File: src/rtl/gs_pkg.sv
// Shared types and constants for the Goldschmidt divide/sqrt sequencer.
// Also holds the per-state output decode, so every state's outputs are defined in one table.
package gs_pkg;

    typedef enum logic [2:0] {
        StIdle, StInit, StMulN, StMulD, StMulD2, StKupd, StRem, StDone
    } gs_state_e;

    localparam logic [1:0] SEL_IN = 2'b00;
    localparam logic [1:0] SEL_N  = 2'b01;
    localparam logic [1:0] SEL_D  = 2'b10;
    localparam logic [1:0] SEL_K  = 2'b11;

    localparam logic [1:0] OP_DIV = 2'b00;

    typedef struct packed {
        logic       busy;
        logic       done;
        logic [1:0] sa;
        logic [1:0] sb;
        logic       en_n;
        logic       en_d;
        logic       en_k;
        logic       en_qd;
    } gs_ctrl_t;

    function automatic gs_ctrl_t decode_ctrl(input gs_state_e st);
        gs_ctrl_t c;
        c    = '0;
        c.sa = SEL_IN;
        c.sb = SEL_IN;
        unique case (st)
            StIdle: ;
            StInit: begin
                c.busy = 1'b1;
                c.en_n = 1'b1;
                c.en_d = 1'b1;
                c.en_k = 1'b1;
            end
            StMulN: begin
                c.busy = 1'b1;
                c.sa   = SEL_N;
                c.sb   = SEL_K;
                c.en_n = 1'b1;
            end
            StMulD, StMulD2: begin
                c.busy = 1'b1;
                c.sa   = SEL_D;
                c.sb   = SEL_K;
                c.en_d = 1'b1;
            end
            StKupd: begin
                c.busy = 1'b1;
                c.sa   = SEL_D;
                c.sb   = SEL_K;
                c.en_k = 1'b1;
            end
            StRem: begin
                c.busy  = 1'b1;
                c.sa    = SEL_N;
                c.en_qd = 1'b1;
            end
            StDone: begin
                c.busy = 1'b1;
                c.done = 1'b1;
            end
            default: ;
        endcase
        return c;
    endfunction

endpackage

File: src/rtl/iter_counter.sv
// Goldschmidt iteration counter: synchronous clear and increment.
// o_last flags the final iteration, when one more increment would reach ITERS.
module iter_counter #(
    parameter int unsigned CNT_W = 4,
    parameter int unsigned ITERS = 3
) (
    input  logic i_clk,
    input  logic i_reset,
    input  logic i_clr,
    input  logic i_inc,
    output logic o_last
);

    logic [CNT_W-1:0] r_count;

    always_ff @(posedge i_clk) begin
        if (i_reset || i_clr) begin
            r_count <= '0;
        end else if (i_inc) begin
            r_count <= r_count + CNT_W'(1);
        end
    end

    assign o_last = (r_count == CNT_W'(ITERS - 1));

endmodule

File: src/rtl/goldschmidt_sequencer.sv
// Start/done control FSM for the Goldschmidt divide/sqrt datapath.
// All outputs are registered Moore decodes of the state.
module goldschmidt_sequencer
    import gs_pkg::*;
#(
    parameter int unsigned ITERS = 3,
    parameter int unsigned CNT_W = 4
) (
    input  logic       i_clk,
    input  logic       i_reset,
    input  logic       i_start,
    input  logic [1:0] i_op,
    output logic       o_busy,
    output logic       o_done,
    output logic [1:0] o_sA,
    output logic [1:0] o_sB,
    output logic       o_enableN,
    output logic       o_enableD,
    output logic       o_enableK,
    output logic       o_enableQD
);

    if (ITERS < 1 || ITERS >= (1 << CNT_W)) begin : g_bad_iters
        $error("goldschmidt_sequencer: ITERS must be in 1 .. 2**CNT_W-1");
    end

    gs_state_e r_state;
    gs_state_e w_state_nxt;
    gs_ctrl_t  r_ctrl;
    logic      r_is_sqrt;
    logic      w_cnt_clr;
    logic      w_cnt_inc;
    logic      w_last;

    assign w_cnt_clr = (r_state == StInit);
    assign w_cnt_inc = (r_state == StKupd);

    iter_counter #(
        .CNT_W (CNT_W),
        .ITERS (ITERS)
    ) u_iter_counter (
        .i_clk   (i_clk),
        .i_reset (i_reset),
        .i_clr   (w_cnt_clr),
        .i_inc   (w_cnt_inc),
        .o_last  (w_last)
    );

    always_comb begin
        w_state_nxt = r_state;
        unique case (r_state)
            StIdle:  w_state_nxt = i_start ? StInit : StIdle;
            StInit:  w_state_nxt = StMulN;
            StMulN:  w_state_nxt = StMulD;
            StMulD:  w_state_nxt = r_is_sqrt ? StMulD2 : StKupd;
            StMulD2: w_state_nxt = StKupd;
            StKupd:  w_state_nxt = w_last ? StRem : StMulN;
            StRem:   w_state_nxt = StDone;
            StDone:  w_state_nxt = StIdle;
            default: w_state_nxt = StIdle;
        endcase
    end

    // Outputs are registered from the next state so they line up with r_state.
    always_ff @(posedge i_clk) begin
        if (i_reset) begin
            r_state   <= StIdle;
            r_is_sqrt <= 1'b0;
            r_ctrl    <= '0;
        end else begin
            r_state <= w_state_nxt;
            r_ctrl  <= decode_ctrl(w_state_nxt);
            if (r_state == StIdle && i_start) begin
                r_is_sqrt <= (i_op != OP_DIV);
            end
        end
    end

    assign o_busy     = r_ctrl.busy;
    assign o_done     = r_ctrl.done;
    assign o_sA       = r_ctrl.sa;
    assign o_sB       = r_ctrl.sb;
    assign o_enableN  = r_ctrl.en_n;
    assign o_enableD  = r_ctrl.en_d;
    assign o_enableK  = r_ctrl.en_k;
    assign o_enableQD = r_ctrl.en_qd;

endmodule

File: config.mk
export PLATFORM = sky130hd
export DESIGN_NAME = goldschmidt_sequencer
export DESIGN_NICKNAME = d
export VERILOG_FILES = /design/src/rtl/gs_pkg.sv /design/src/rtl/iter_counter.sv /design/src/rtl/goldschmidt_sequencer.sv
export SDC_FILE = /design/constraint.sdc
export NUM_CORES = 1
export LEC_CHECK = 0
export CORE_MARGIN = 3
export CORE_UTILIZATION = 40
export CTS_CLUSTER_SIZE = 30
export DETAILED_ROUTE_END_ITERATION = 8
export PLACE_DENSITY = 0.65
export SLEW_MARGIN = 40
export SYNTH_ARGS = -nofsm -noshare
export SYNTH_HDL_FRONTEND = slang
export SYNTH_SLANG_ARGS = --single-unit
File: constraint.sdc
create_clock -name i_clk -period 2.05 [get_ports i_clk]
set_clock_uncertainty 0.2 [all_clocks]
set_input_delay 0.41 -clock i_clk [delete_from_list [all_inputs] [get_ports i_clk]]
set_output_delay 0.41 -clock i_clk [all_outputs]
set_load 0.03 [all_outputs]
# Yosys cells after proc, flatten, opt, wreduce, memory -nomap -nowiden
# Cells that the tools add are included.
[totals] register_bits=18 output_inout_bits=10 word_cells=50
[classes] add_sub_neg=1 eq_ne=15 n_mux=12 n_reduce_logical=11
[op_table] operator="equality test 3 bit, second input constant" n=8
[op_table] operator="one-hot mux 3 bit (8 select lines)" n=1
[op_table] operator="equality test 3 x 2 -> 1 bit, second input constant" n=4
[op_table] operator="2-to-1 mux 1 bit" n=8
[op_table] operator="OR reduction 7 bit" n=1
[op_table] operator="equality test 3 x 1 -> 1 bit, second input constant" n=2
[op_table] operator="OR reduction 2 bit" n=3
[op_table] operator="OR reduction 3 bit" n=2
[op_table] operator="adder 4 x 1 -> 4 bit, second input constant" n=1
[op_table] operator="equality test 4 x 2 -> 1 bit, second input constant" n=1
[op_table] operator="one-hot mux 2 bit (2 select lines)" n=1
[op_table] operator="OR reduction 4 bit" n=1
[op_table] operator="zero test 3 bit" n=1
[op_table] operator="2-to-1 mux 3 bit" n=1
[op_table] operator="2-to-1 mux 2 bit" n=1
[op_table] operator="nonzero test 2 bit" n=1
[op_table] operator="logical AND 1 bit" n=1
[op_table] operator="logical OR 1 bit" n=1

# Logic depth before layout (Yosys ltp)
# Gate-level depths: netlist (run 1).
[depth] depth_word=6 ltp_mapped=5 depth_no_buf=5

# Hierarchy
# A second synthesis (run 1) with hierarchy kept.
[unflattened] hier_cells=82 hier_area_um2=785.8
[by_module_without_submodules] mod="goldschmidt_sequencer" instances=1 cells_per_inst=62 area_each_um2=586.8
[by_module_without_submodules] mod="iter_counter" instances=1 cells_per_inst=20 area_each_um2=198.9

# Worst setup path after synthesis (run 1)
# OpenSTA, ideal clock, no wires.
[synth_path] path_kind="reg-to-reg" from="reg u_iter_counter.r_count[0]" to="reg r_ctrl, in the netlist o_enableN" setup_ps=80 arrival_time_ps=1248 required_ps=1770 path_slack_ps=523 path_stages_with_launch=6 n_path_buf=0 period_less_slack_ps=1527 cell_sequence="dfxtp_1 -> inv_1 -> ha_1 -> nor3b_1 -> a311oi_1 -> nor3b_1"
[synth_between] elab_chain_len=6 word_cells_on_any_way=7
[synth_rtl] element="start, declared" line_no="iter_counter.sv:14" rtl="logic [CNT_W-1:0] r_count;"
[synth_rtl] element="start signal, assigned" line_no="iter_counter.sv:20" rtl="r_count <= r_count + CNT_W'(1);"
[synth_rtl] element="equality test 4 x 2 -> 1 bit *" line_no="iter_counter.sv:24" rtl="assign o_last = (r_count == CNT_W'(ITERS - 1));"
[synth_rtl] element="2-to-1 mux 3 bit *" line_no="goldschmidt_sequencer.sv:57" rtl="StKupd: w_state_nxt = w_last ? StRem : StMulN;"
[synth_rtl] element="one-hot mux 3 bit (8 select lines) *" line_no="goldschmidt_sequencer.sv:51" rtl="unique case (r_state)"
[synth_rtl] element="equality test 3 x 2 -> 1 bit or equality test 3 x 1 -> 1 bit (tied branches)" line_no="gs_pkg.sv:32" rtl="unique case (st)"
[synth_rtl] element="OR reduction 2 bit (no line) *"
[synth_rtl] element="2-to-1 mux 1 bit *" line_no="gs_pkg.sv:32"
[synth_rtl] element="end signal, assigned" line_no="goldschmidt_sequencer.sv:72" rtl="r_ctrl <= decode_ctrl(w_state_nxt);"
[synth_rtl] element="end, declared" line_no="goldschmidt_sequencer.sv:29" rtl="gs_ctrl_t r_ctrl;"
# Every way passes the cells marked *; elsewhere a longest branch is shown, timed or not.
# A chain may end at the register's enable or synchronous reset.

==> flow_summary.html, run 1 <==
<table>
<tr><th>Metric</th><th>Value</th></tr>
<tr><th colspan="2">Timing</th></tr>
<tr><td>Crit share post-route</td><td>~93%</td></tr>
<tr><td>Max transition margin</td><td>73.7%</td></tr>
<tr><td>Setup violation total in the final timing report</td><td>0</td></tr>
<tr><td>Unrepaired setup endpoints after global routing</td><td>no</td></tr>
<tr><td>Smallest setup slack after layout</td><td>0.143 ns</td></tr>
<tr><td>Number of hold-slack violations in the final timing report</td><td>0</td></tr>
<tr><td>Max-slew violation count</td><td>0</td></tr>
<tr><td>Setup TNS</td><td>0 ns</td></tr>
<tr><td>Maximum frequency from static timing analysis</td><td>524 MHz</td></tr>
<tr><td>Final-layout worst hold slack</td><td>0.306 ns</td></tr>
<tr><td>Worst Max-Slew Pin Slew</td><td>0.392 ns</td></tr>
<tr><td>Fin crit period</td><td>roughly 1.9 ns</td></tr>
<tr><th colspan="2">Floorplan</th></tr>
<tr><td>I/O pin total</td><td>15</td></tr>
<tr><td>Core region area</td><td>1590 um2</td></tr>
<tr><td>Die footprint</td><td>2320 um2</td></tr>
<tr><td>Initial core utilization</td><td>44.6%</td></tr>
<tr><td>Count of standard-cell rows</td><td>14</td></tr>
<tr><td>Height of the die</td><td>48.2 um</td></tr>
<tr><td>Chip width</td><td>48.2 um</td></tr>
<tr><th colspan="2">Global route</th></tr>
<tr><td>Initial antenna violation count</td><td>0</td></tr>
<tr><td>Wire length of the first global-routing pass</td><td>1.98 mm</td></tr>
<tr><td>Number of global-route vias before repair</td><td>459</td></tr>
<tr><td>Pin count of the biggest net entering global routing</td><td>14</td></tr>
<tr><td>Overall overflow remaining after global route</td><td>0</td></tr>
<tr><td>Total track usage</td><td>12.8%</td></tr>
<tr><th colspan="2">Setup path</th></tr>
<tr><td>Largest fanout of any net on the critical path</td><td>2</td></tr>
<tr><td>Worst setup slack for register-to-register paths</td><td>0.36 ns</td></tr>
<tr><td>Startpoint-to-endpoint class of the critical path</td><td>flip-flop to output port</td></tr>
<tr><td>Family with the most delay on the worst path</td><td>buffers and inverters</td></tr>
<tr><td>Cell Chain, Critical Path</td><td>clkdlybuf4s50_1</td></tr>
<tr><td>Crit start category</td><td>flip-flop</td></tr>
<tr><td>Arrival time at the worst endpoint</td><td>1.30 ns</td></tr>
<tr><td>Type of element capturing the critical path</td><td>output port</td></tr>
<tr><td>Data required time of the worst path</td><td>around 1.4 ns</td></tr>
<tr><td>Count of buffering cells on the critical path with inverters included</td><td>1</td></tr>
<tr><td>Critical path's largest stage delay</td><td>0.67 ns</td></tr>
<tr><td>Worst path slowest cell</td><td>sky130_fd_sc_hd__clkdlybuf4s50_1</td></tr>
<tr><th colspan="2">Power and ir drop</th></tr>
<tr><td>Total power divided by cell area</td><td>813 nW/um2</td></tr>
<tr><td>Design Power</td><td>0.729 mW</td></tr>
<tr><td>Static power due to leakage</td><td>0.338 nW</td></tr>
<tr><td>Worst VDD drop</td><td>0.408 mV</td></tr>
<tr><th colspan="2">Synth</th></tr>
<tr><td>Cell area after technology mapping</td><td>711 um2</td></tr>
<tr><td>Syn avg cell area</td><td>9.00 um2</td></tr>
<tr><td>Share of synthesized area occupied by flip-flops and latches</td><td>47.9%</td></tr>
<tr><td>Leading cell types by total area after synthesis</td><td>sky130_fd_sc_hd__dfxtp_1 (48%), sky130_fd_sc_hd__nor2_1 (4.2%), sky130_fd_sc_hd__ha_1 (3.5%)</td></tr>
<tr><td>#FFs+latches synth</td><td>17</td></tr>
<tr><td>Biggest area consumer among synthesized cells</td><td>sky130_fd_sc_hd__dfxtp_1</td></tr>
<tr><td>Count of flip-flops with a built-in enable after synthesis</td><td>0</td></tr>
<tr><td>Cell types with the highest counts after synthesis</td><td>sky130_fd_sc_hd__dfxtp_1 (17), sky130_fd_sc_hd__nor2_1 (8), sky130_fd_sc_hd__inv_1 (5)</td></tr>
<tr><td>Count of different cell masters after synthesis</td><td>29</td></tr>
<tr><td>Post-synth net total</td><td>86</td></tr>
<tr><td>Post-synthesis instance total</td><td>79</td></tr>
<tr><td>Number of synthesis warnings</td><td>0</td></tr>
<tr><td>Leading register cell type out of synthesis</td><td>sky130_fd_sc_hd__dfxtp_1</td></tr>
<tr><td>Share of the synthesized area in the top cell type</td><td>47.9%</td></tr>
<tr><td>Proportion of register bits with asynchronous set or reset after synthesis</td><td>0%</td></tr>
<tr><td>Most frequently used cell type in the post-synthesis netlist</td><td>sky130_fd_sc_hd__dfxtp_1</td></tr>
<tr><th colspan="2">Detailed routing</th></tr>
<tr><td>Routed vias</td><td>568</td></tr>
<tr><td>DRC violation count after routing</td><td>0</td></tr>
<tr><td>Detail-routed net length per standard cell</td><td>10.6 um</td></tr>
<tr><td>Final ANT Viol Nets</td><td>0</td></tr>
<tr><td>Routed via count divided by cell count</td><td>4.85</td></tr>
<tr><td>Total wire length</td><td>1.24 mm</td></tr>
<tr><td>1st-iter DRT viols</td><td>9</td></tr>
<tr><td>Initial DRT Pass Iterations</td><td>2</td></tr>
<tr><th colspan="2">Placed design</th></tr>
<tr><td>I/O Buffers</td><td>14</td></tr>
<tr><td>Detail Placement HPWL</td><td>approximately 900 um</td></tr>
<tr><td>Dpl cell area</td><td>870 um2</td></tr>
<tr><td>Dpl cells</td><td>113</td></tr>
<tr><td>Setup slack at placement</td><td>0.271 ns</td></tr>
<tr><td>Placer's final routability congestion estimate</td><td>~0.71</td></tr>
<tr><th colspan="2">Cells and area</th></tr>
<tr><td>Utilization after layout</td><td>~56%</td></tr>
<tr><td>Post-layout instance count excluding filler cells</td><td>around 120</td></tr>
<tr><td>Diodes inserted</td><td>0</td></tr>
<tr><td>Share of cells above drive strength 1</td><td>8.60%</td></tr>
<tr><td>Number of nets in the finished design</td><td>101</td></tr>
<tr><td>Post-Layout Inst Area</td><td>897 um2</td></tr>
<tr><td>Fill cells</td><td>149</td></tr>
<tr><td>Area grow syn2layout</td><td>26.2%</td></tr>
<tr><th colspan="2">Clock network</th></tr>
<tr><td>Source-to-sink clock delay at the later pin of the worst-skew pair</td><td>0.29 ns</td></tr>
<tr><td>TritonCTS clock tree</td><td>built</td></tr>
<tr><td>Root buf cell</td><td>sky130_fd_sc_hd__clkbuf_4</td></tr>
<tr><td>Cts-stage hold buffer count</td><td>0</td></tr>
<tr><td>Clk buf depth</td><td>2</td></tr>
<tr><td>Post-cts gate resize count</td><td>0</td></tr>
<tr><td>Post-CTS repair timing setup buffer count</td><td>0</td></tr>
<tr><td>Number of clock sinks</td><td>17</td></tr>
<tr><td>Number of buffers added by the clock tree synthesis step</td><td>3</td></tr>
<tr><td>Post-CTS clock slew at the launch and capture registers of the worst setup and hold paths</td><td>about 0.10 ns</td></tr>
<tr><td>Level count of the clock H-tree</td><td>1</td></tr>
<tr><th colspan="2">Min path</th></tr>
<tr><td>Path category of the worst min-delay check</td><td>flip-flop to flip-flop</td></tr>
<tr><th colspan="2">Outcome</th></tr>
<tr><td>Run status</td><td>finished clean</td></tr>
<tr><th colspan="2">Run</th></tr>
<tr><td>Max-cap check violation count</td><td>0</td></tr>
</table>
-- cell families (layout without fill, tap and decap cells) --
family	count (synthesis)	after routing	share of synthesized area [%]
buffers and inverters	12	26	7.39
DFF	17	17	47.9
adders and majority gates	2	2	3.52
muxes	1	1	1.41
and+or+nand+nor	29	29	22.7
xor gates and xnor gates	1	1	1.23
AOI/OAI and AO/OA	17	17	15.8
-- routing by layer --
layer | vias up | share of wire (%) | GRT usage [%]
met5 | - | 0 | 0
met4 | 0 | 1.5 | 9.68
met3 | 2 | 3.7 | 4.80
met2 | 8 | 43 | 16.4
met1 | 255 | 51 | 17.1
li1 | 303 | - | -
-- worst paths after layout --
check	startpoint	end	cells past startpoint
max reg2reg	u_iter_counter.r_count[0]	o_enableN	5
max	o_sB[0]	o_sB[1]	1
min	u_iter_counter.r_count[1]	u_iter_counter.r_count[1]	2
min reg2reg	u_iter_counter.r_count[1]	u_iter_counter.r_count[1]	2
-- cell usage in the layout, fill, tap and decap left out, types with 2 or more instances in the layout --
master,Yosys,routed
sky130_fd_sc_hd__a211oi_1,2,2
sky130_fd_sc_hd__a21oi_1,4,4
sky130_fd_sc_hd__a2bb2oi_1,2,2
sky130_fd_sc_hd__a31oi_1,2,2
sky130_fd_sc_hd__buf_4,1,3
sky130_fd_sc_hd__clkbuf_4,0,3
sky130_fd_sc_hd__clkdlybuf4s50_1,0,14
sky130_fd_sc_hd__dfxtp_1,17,17
sky130_fd_sc_hd__ha_1,2,2
sky130_fd_sc_hd__inv_1,5,5
sky130_fd_sc_hd__nand2_1,3,3
sky130_fd_sc_hd__nand3_1,2,2
sky130_fd_sc_hd__nor2_1,8,8
sky130_fd_sc_hd__nor2b_1,3,3
sky130_fd_sc_hd__nor3_1,3,3
sky130_fd_sc_hd__nor3b_1,2,2
sky130_fd_sc_hd__o21ai_0,4,4
sky130_fd_sc_hd__or4_1,2,2
-- state kept, by name (all words and copies together) (netlist names) --
signal	count
u_iter_counter.r_count	4
r_state	3
o_sA	2
o_busy	1
o_done	1
o_enableD	1
o_enableK	1
o_enableN	1
o_enableQD	1
o_sB	1
r_is_sqrt	1
-- cell type report --
| type | instances | area [um2] | share of cell area, % |
|---|---|---|---|
| clock buffer | 3 | 22.5 | 2.51 |
| tap | 24 | 30.0 | 3.35 |
| clock inverter | 1 | 5.00 | 0.558 |
| timing repair buffer | 17 | 163 | 18.1 |
| inverter | 5 | 18.8 | 2.09 |
| sequential | 17 | 340 | 37.9 |
| multi-input combinational | 50 | 318 | 35.4 |
-- power breakdown --
group | internal [mW] | leakage, nW | total [mW] | switching, mW
Sequential | 0.357 | 0.139 | 0.379 | 0.0225
Combinational | 0.0785 | 0.181 | 0.172 | 0.0936
Clock | 0.0724 | 0.0177 | 0.178 | 0.106
Note: power is estimated with default switching activity, not from simulation.
==> run 2: changes to the inputs <==
--- a/config.mk
+++ b/config.mk
@@ -5,8 +5,10 @@
 export SDC_FILE = /design/constraint.sdc
 export NUM_CORES = 1
 export LEC_CHECK = 0
+export CAP_MARGIN = 20
 export CORE_MARGIN = 3
 export CORE_UTILIZATION = 40
+export CTS_BUF_LIST = sky130_fd_sc_hd__clkbuf_16
 export CTS_CLUSTER_SIZE = 30
 export DETAILED_ROUTE_END_ITERATION = 8
 export PLACE_DENSITY = 0.65
==> run 2 against run 1 <==
  * Hold slack got worse by 0.0045 ns
  * Via count rose by 3.3%
  * Critical path type unchanged
  * Core utilization rose by 3.3 points
  * Cell count did not move
==> flow_summary.html, run 2 (synthesis gave the netlist of run 1 again) <==
<table>
<tr><th>Metric</th><th>Value</th></tr>
<tr><th colspan="2">Outcome</th></tr>
<tr><td>Run status</td><td>finished clean</td></tr>
<tr><th colspan="2">Timing</th></tr>
<tr><td>Unrepaired setup endpoints after global routing</td><td>no</td></tr>
<tr><td>Max-slew violation count</td><td>0</td></tr>
<tr><td>Setup TNS</td><td>0 ns</td></tr>
<tr><td>Crit share post-route</td><td>between 90% and 100%</td></tr>
<tr><td>Worst Max-Slew Pin Slew</td><td>0.396 ns</td></tr>
<tr><td>Number of hold-slack violations in the final timing report</td><td>0</td></tr>
<tr><td>Fin crit period</td><td>1.85 ns</td></tr>
<tr><td>Setup violation total in the final timing report</td><td>0</td></tr>
<tr><td>Maximum frequency from static timing analysis</td><td>542 MHz</td></tr>
<tr><td>Final-layout worst hold slack</td><td>between 0.3 and 0.4 ns</td></tr>
<tr><td>Max transition margin</td><td>about 73%</td></tr>
<tr><td>Smallest setup slack after layout</td><td>roughly 0.2 ns</td></tr>
<tr><th colspan="2">Global route</th></tr>
<tr><td>Wire length of the first global-routing pass</td><td>slightly above 2 mm</td></tr>
<tr><td>Overall overflow remaining after global route</td><td>0</td></tr>
<tr><td>Initial antenna violation count</td><td>0</td></tr>
<tr><td>Number of global-route vias before repair</td><td>~490</td></tr>
<tr><td>Pin count of the biggest net entering global routing</td><td>14</td></tr>
<tr><td>Total track usage</td><td>13.1%</td></tr>
<tr><th colspan="2">Placed design</th></tr>
<tr><td>Setup slack at placement</td><td>about 0.27 ns</td></tr>
<tr><td>Dpl cells</td><td>approximately 110</td></tr>
<tr><td>Placer's final routability congestion estimate</td><td>0.714</td></tr>
<tr><td>I/O Buffers</td><td>14</td></tr>
<tr><td>Detail Placement HPWL</td><td>approximately 900 um</td></tr>
<tr><th colspan="2">Detailed routing</th></tr>
<tr><td>Total wire length</td><td>about 1.3 mm</td></tr>
<tr><td>Initial DRT Pass Iterations</td><td>4</td></tr>
<tr><td>Routed vias</td><td>587</td></tr>
<tr><td>Routed via count divided by cell count</td><td>5.02</td></tr>
<tr><td>1st-iter DRT viols</td><td>5</td></tr>
<tr><td>Detail-routed net length per standard cell</td><td>about 11 um</td></tr>
<tr><td>DRC violation count after routing</td><td>0</td></tr>
<tr><td>Final ANT Viol Nets</td><td>0</td></tr>
<tr><th colspan="2">Setup path</th></tr>
<tr><td>Crit start category</td><td>flip-flop</td></tr>
<tr><td>Count of buffering cells on the critical path with inverters included</td><td>1</td></tr>
<tr><td>Cell Chain, Critical Path</td><td>clkdlybuf4s50_1</td></tr>
<tr><td>End point of the critical path</td><td>o_sB[1]</td></tr>
<tr><td>Family with the most delay on the worst path</td><td>buffers and inverters</td></tr>
<tr><td>Cell depth of the worst setup path</td><td>1</td></tr>
<tr><td>Origin of the worst setup path</td><td>o_sB[0]</td></tr>
<tr><td>Arrival time at the worst endpoint</td><td>1.24 ns</td></tr>
<tr><td>Endpoint of the most critical register-to-register path</td><td>o_enableN</td></tr>
<tr><td>Largest fanout of any net on the critical path</td><td>2</td></tr>
<tr><td>Data required time of the worst path</td><td>1.44 ns</td></tr>
<tr><td>Worst setup slack for register-to-register paths</td><td>0.34 ns</td></tr>
<tr><td>Worst Reg-to-Reg Cells</td><td>5</td></tr>
<tr><td>Worst path slowest cell</td><td>sky130_fd_sc_hd__clkdlybuf4s50_1</td></tr>
<tr><td>Startpoint-to-endpoint class of the critical path</td><td>flip-flop to output port</td></tr>
<tr><td>Type of element capturing the critical path</td><td>output port</td></tr>
<tr><td>Worst r2r src</td><td>u_iter_counter.r_count[0]</td></tr>
<tr><td>Critical path's largest stage delay</td><td>0.67 ns</td></tr>
<tr><th colspan="2">Cells and area</th></tr>
<tr><td>Commonest non-fill, non-tap cells in the layout</td><td>sky130_fd_sc_hd__dfxtp_1 (17), sky130_fd_sc_hd__clkdlybuf4s50_1 (14), sky130_fd_sc_hd__nor2_1 (8), sky130_fd_sc_hd__inv_1 (5)</td></tr>
<tr><td>Most frequent standard cell in the layout excluding fill and tap cells</td><td>sky130_fd_sc_hd__dfxtp_1</td></tr>
<tr><td>Post-layout instance count excluding filler cells</td><td>117</td></tr>
<tr><td>Number of nets in the finished design</td><td>101</td></tr>
<tr><td>Number of flip-flops in the largest register</td><td>4</td></tr>
<tr><td>Area grow syn2layout</td><td>33.6%</td></tr>
<tr><td>Diodes inserted</td><td>0</td></tr>
<tr><td>Top reg by flops</td><td>u_iter_counter.r_count</td></tr>
<tr><td>Share of cells above drive strength 1</td><td>under 10%</td></tr>
<tr><th colspan="2">Clock network</th></tr>
<tr><td>Level count of the clock H-tree</td><td>1</td></tr>
<tr><td>Post-CTS repair timing setup buffer count</td><td>0</td></tr>
<tr><td>TritonCTS clock tree</td><td>built</td></tr>
<tr><td>Post-CTS clock slew at the launch and capture registers of the worst setup and hold paths</td><td>about 0.050 ns</td></tr>
<tr><td>Cts-stage hold buffer count</td><td>0</td></tr>
<tr><td>Root buf cell</td><td>sky130_fd_sc_hd__clkbuf_16</td></tr>
<tr><td>Clk buf depth</td><td>2</td></tr>
<tr><td>Source-to-sink clock delay at the later pin of the worst-skew pair</td><td>0.25 ns</td></tr>
<tr><td>Post-cts gate resize count</td><td>0</td></tr>
<tr><td>Number of clock sinks</td><td>17</td></tr>
<tr><td>Number of buffers added by the clock tree synthesis step</td><td>3</td></tr>
<tr><th colspan="2">Power and ir drop</th></tr>
<tr><td>Sequential cell fraction of total power</td><td>40.5%</td></tr>
<tr><td>Design Power</td><td>0.939 mW</td></tr>
<tr><td>Total power divided by cell area</td><td>989 nW/um2</td></tr>
<tr><td>Worst VDD drop</td><td>0.532 mV</td></tr>
<tr><td>Sw Ratio</td><td>25.7%</td></tr>
<tr><td>Part of the power in the clock network</td><td>41.2%</td></tr>
<tr><td>Logic gate share of total power</td><td>18.3%</td></tr>
<tr><td>Total internal power</td><td>0.697 mW</td></tr>
<tr><td>Static power due to leakage</td><td>0.361 nW</td></tr>
<tr><td>Switch Pwr</td><td>0.242 mW</td></tr>
<tr><th colspan="2">Floorplan</th></tr>
<tr><td>I/O pin total</td><td>15</td></tr>
<tr><td>Height of the die</td><td>between 40 and 50 um</td></tr>
<tr><td>Core region area</td><td>approximately 1600 um2</td></tr>
<tr><td>Chip width</td><td>a little under 50 um</td></tr>
<tr><td>Count of standard-cell rows</td><td>14</td></tr>
<tr><td>Initial core utilization</td><td>44.6%</td></tr>
<tr><td>Die footprint</td><td>2320 um2</td></tr>
<tr><th colspan="2">Min path</th></tr>
<tr><td>Path category of the worst min-delay check</td><td>flip-flop to flip-flop</td></tr>
<tr><th colspan="2">Run</th></tr>
<tr><td>Max-cap check violation count</td><td>0</td></tr>
</table>
==> run 2: changes by cell type in the layout (fill, tap and decap cells not counted) <==
cell                        before  now
sky130_fd_sc_hd__clkbuf_4        3    0
sky130_fd_sc_hd__clkbuf_16       0    3
==> run 2: metrics by stage <==
stage          util, %  instance area, um2
2_1_floorplan        -                 711
3_3_place_gp      54.6                 870
3_5_place_dp      54.6                 870
4_1_cts           59.6                 950
5_1_grt           59.6                 950
6_report          59.6                 950
==> run 2: worst min path at each step <==
stage                                    startpoint                   endpoint  cells past startpoint
after detailed placement  u_iter_counter.r_count[1]  u_iter_counter.r_count[1]                      2
after global routing      u_iter_counter.r_count[1]  u_iter_counter.r_count[1]                      2
final                     u_iter_counter.r_count[1]  u_iter_counter.r_count[1]                      2
after global placement    u_iter_counter.r_count[1]  u_iter_counter.r_count[1]                      2
after floorplan           u_iter_counter.r_count[1]  u_iter_counter.r_count[1]                      2
after CTS                 u_iter_counter.r_count[1]  u_iter_counter.r_count[1]                      2
==> run 2: routing by layer <==
layer  vias up  GRT usage [%]  share of wire [%]
met3         4           4.80                5.9
met5         -              0                  0
met1       259           16.2                 48
li1        306              -                  -
met4         0           9.68                2.7
met2        18           18.5                 43
==> run 2: area by class of cell <==
cell class	count	area (um2)
clock buffer	3	75.1
clock inverter	1	5.00
fill	141	644
inverter	5	18.8
multi-input combinational	50	318
sequential	17	340
tap	24	30.0
timing repair buffer	17	163
==> run 2: worst register-to-register path: cells and delay by family, from the launching register on <==
| family | cells | cell delay (ns) |
|---|---|---|
| buffers and inverters | 1 | 0.07 |
| DFF | 1 | 0.40 |
| and+or+nand+nor | 2 | 0.37 |
| adders and majority gates | 1 | 0.18 |
| AOI/OAI and AO/OA | 1 | 0.41 |
==> run 2: power by group through the flow <==
stage	logic, mW	registers, mW	clock network (mW)
after CTS	0.174	0.380	0.395
after global placement	0.173	0.387	0
final	0.172	0.380	0.386
after global routing	0.186	0.385	0.408
after detailed placement	0.173	0.387	0
after floorplan	0.0914	0.412	0
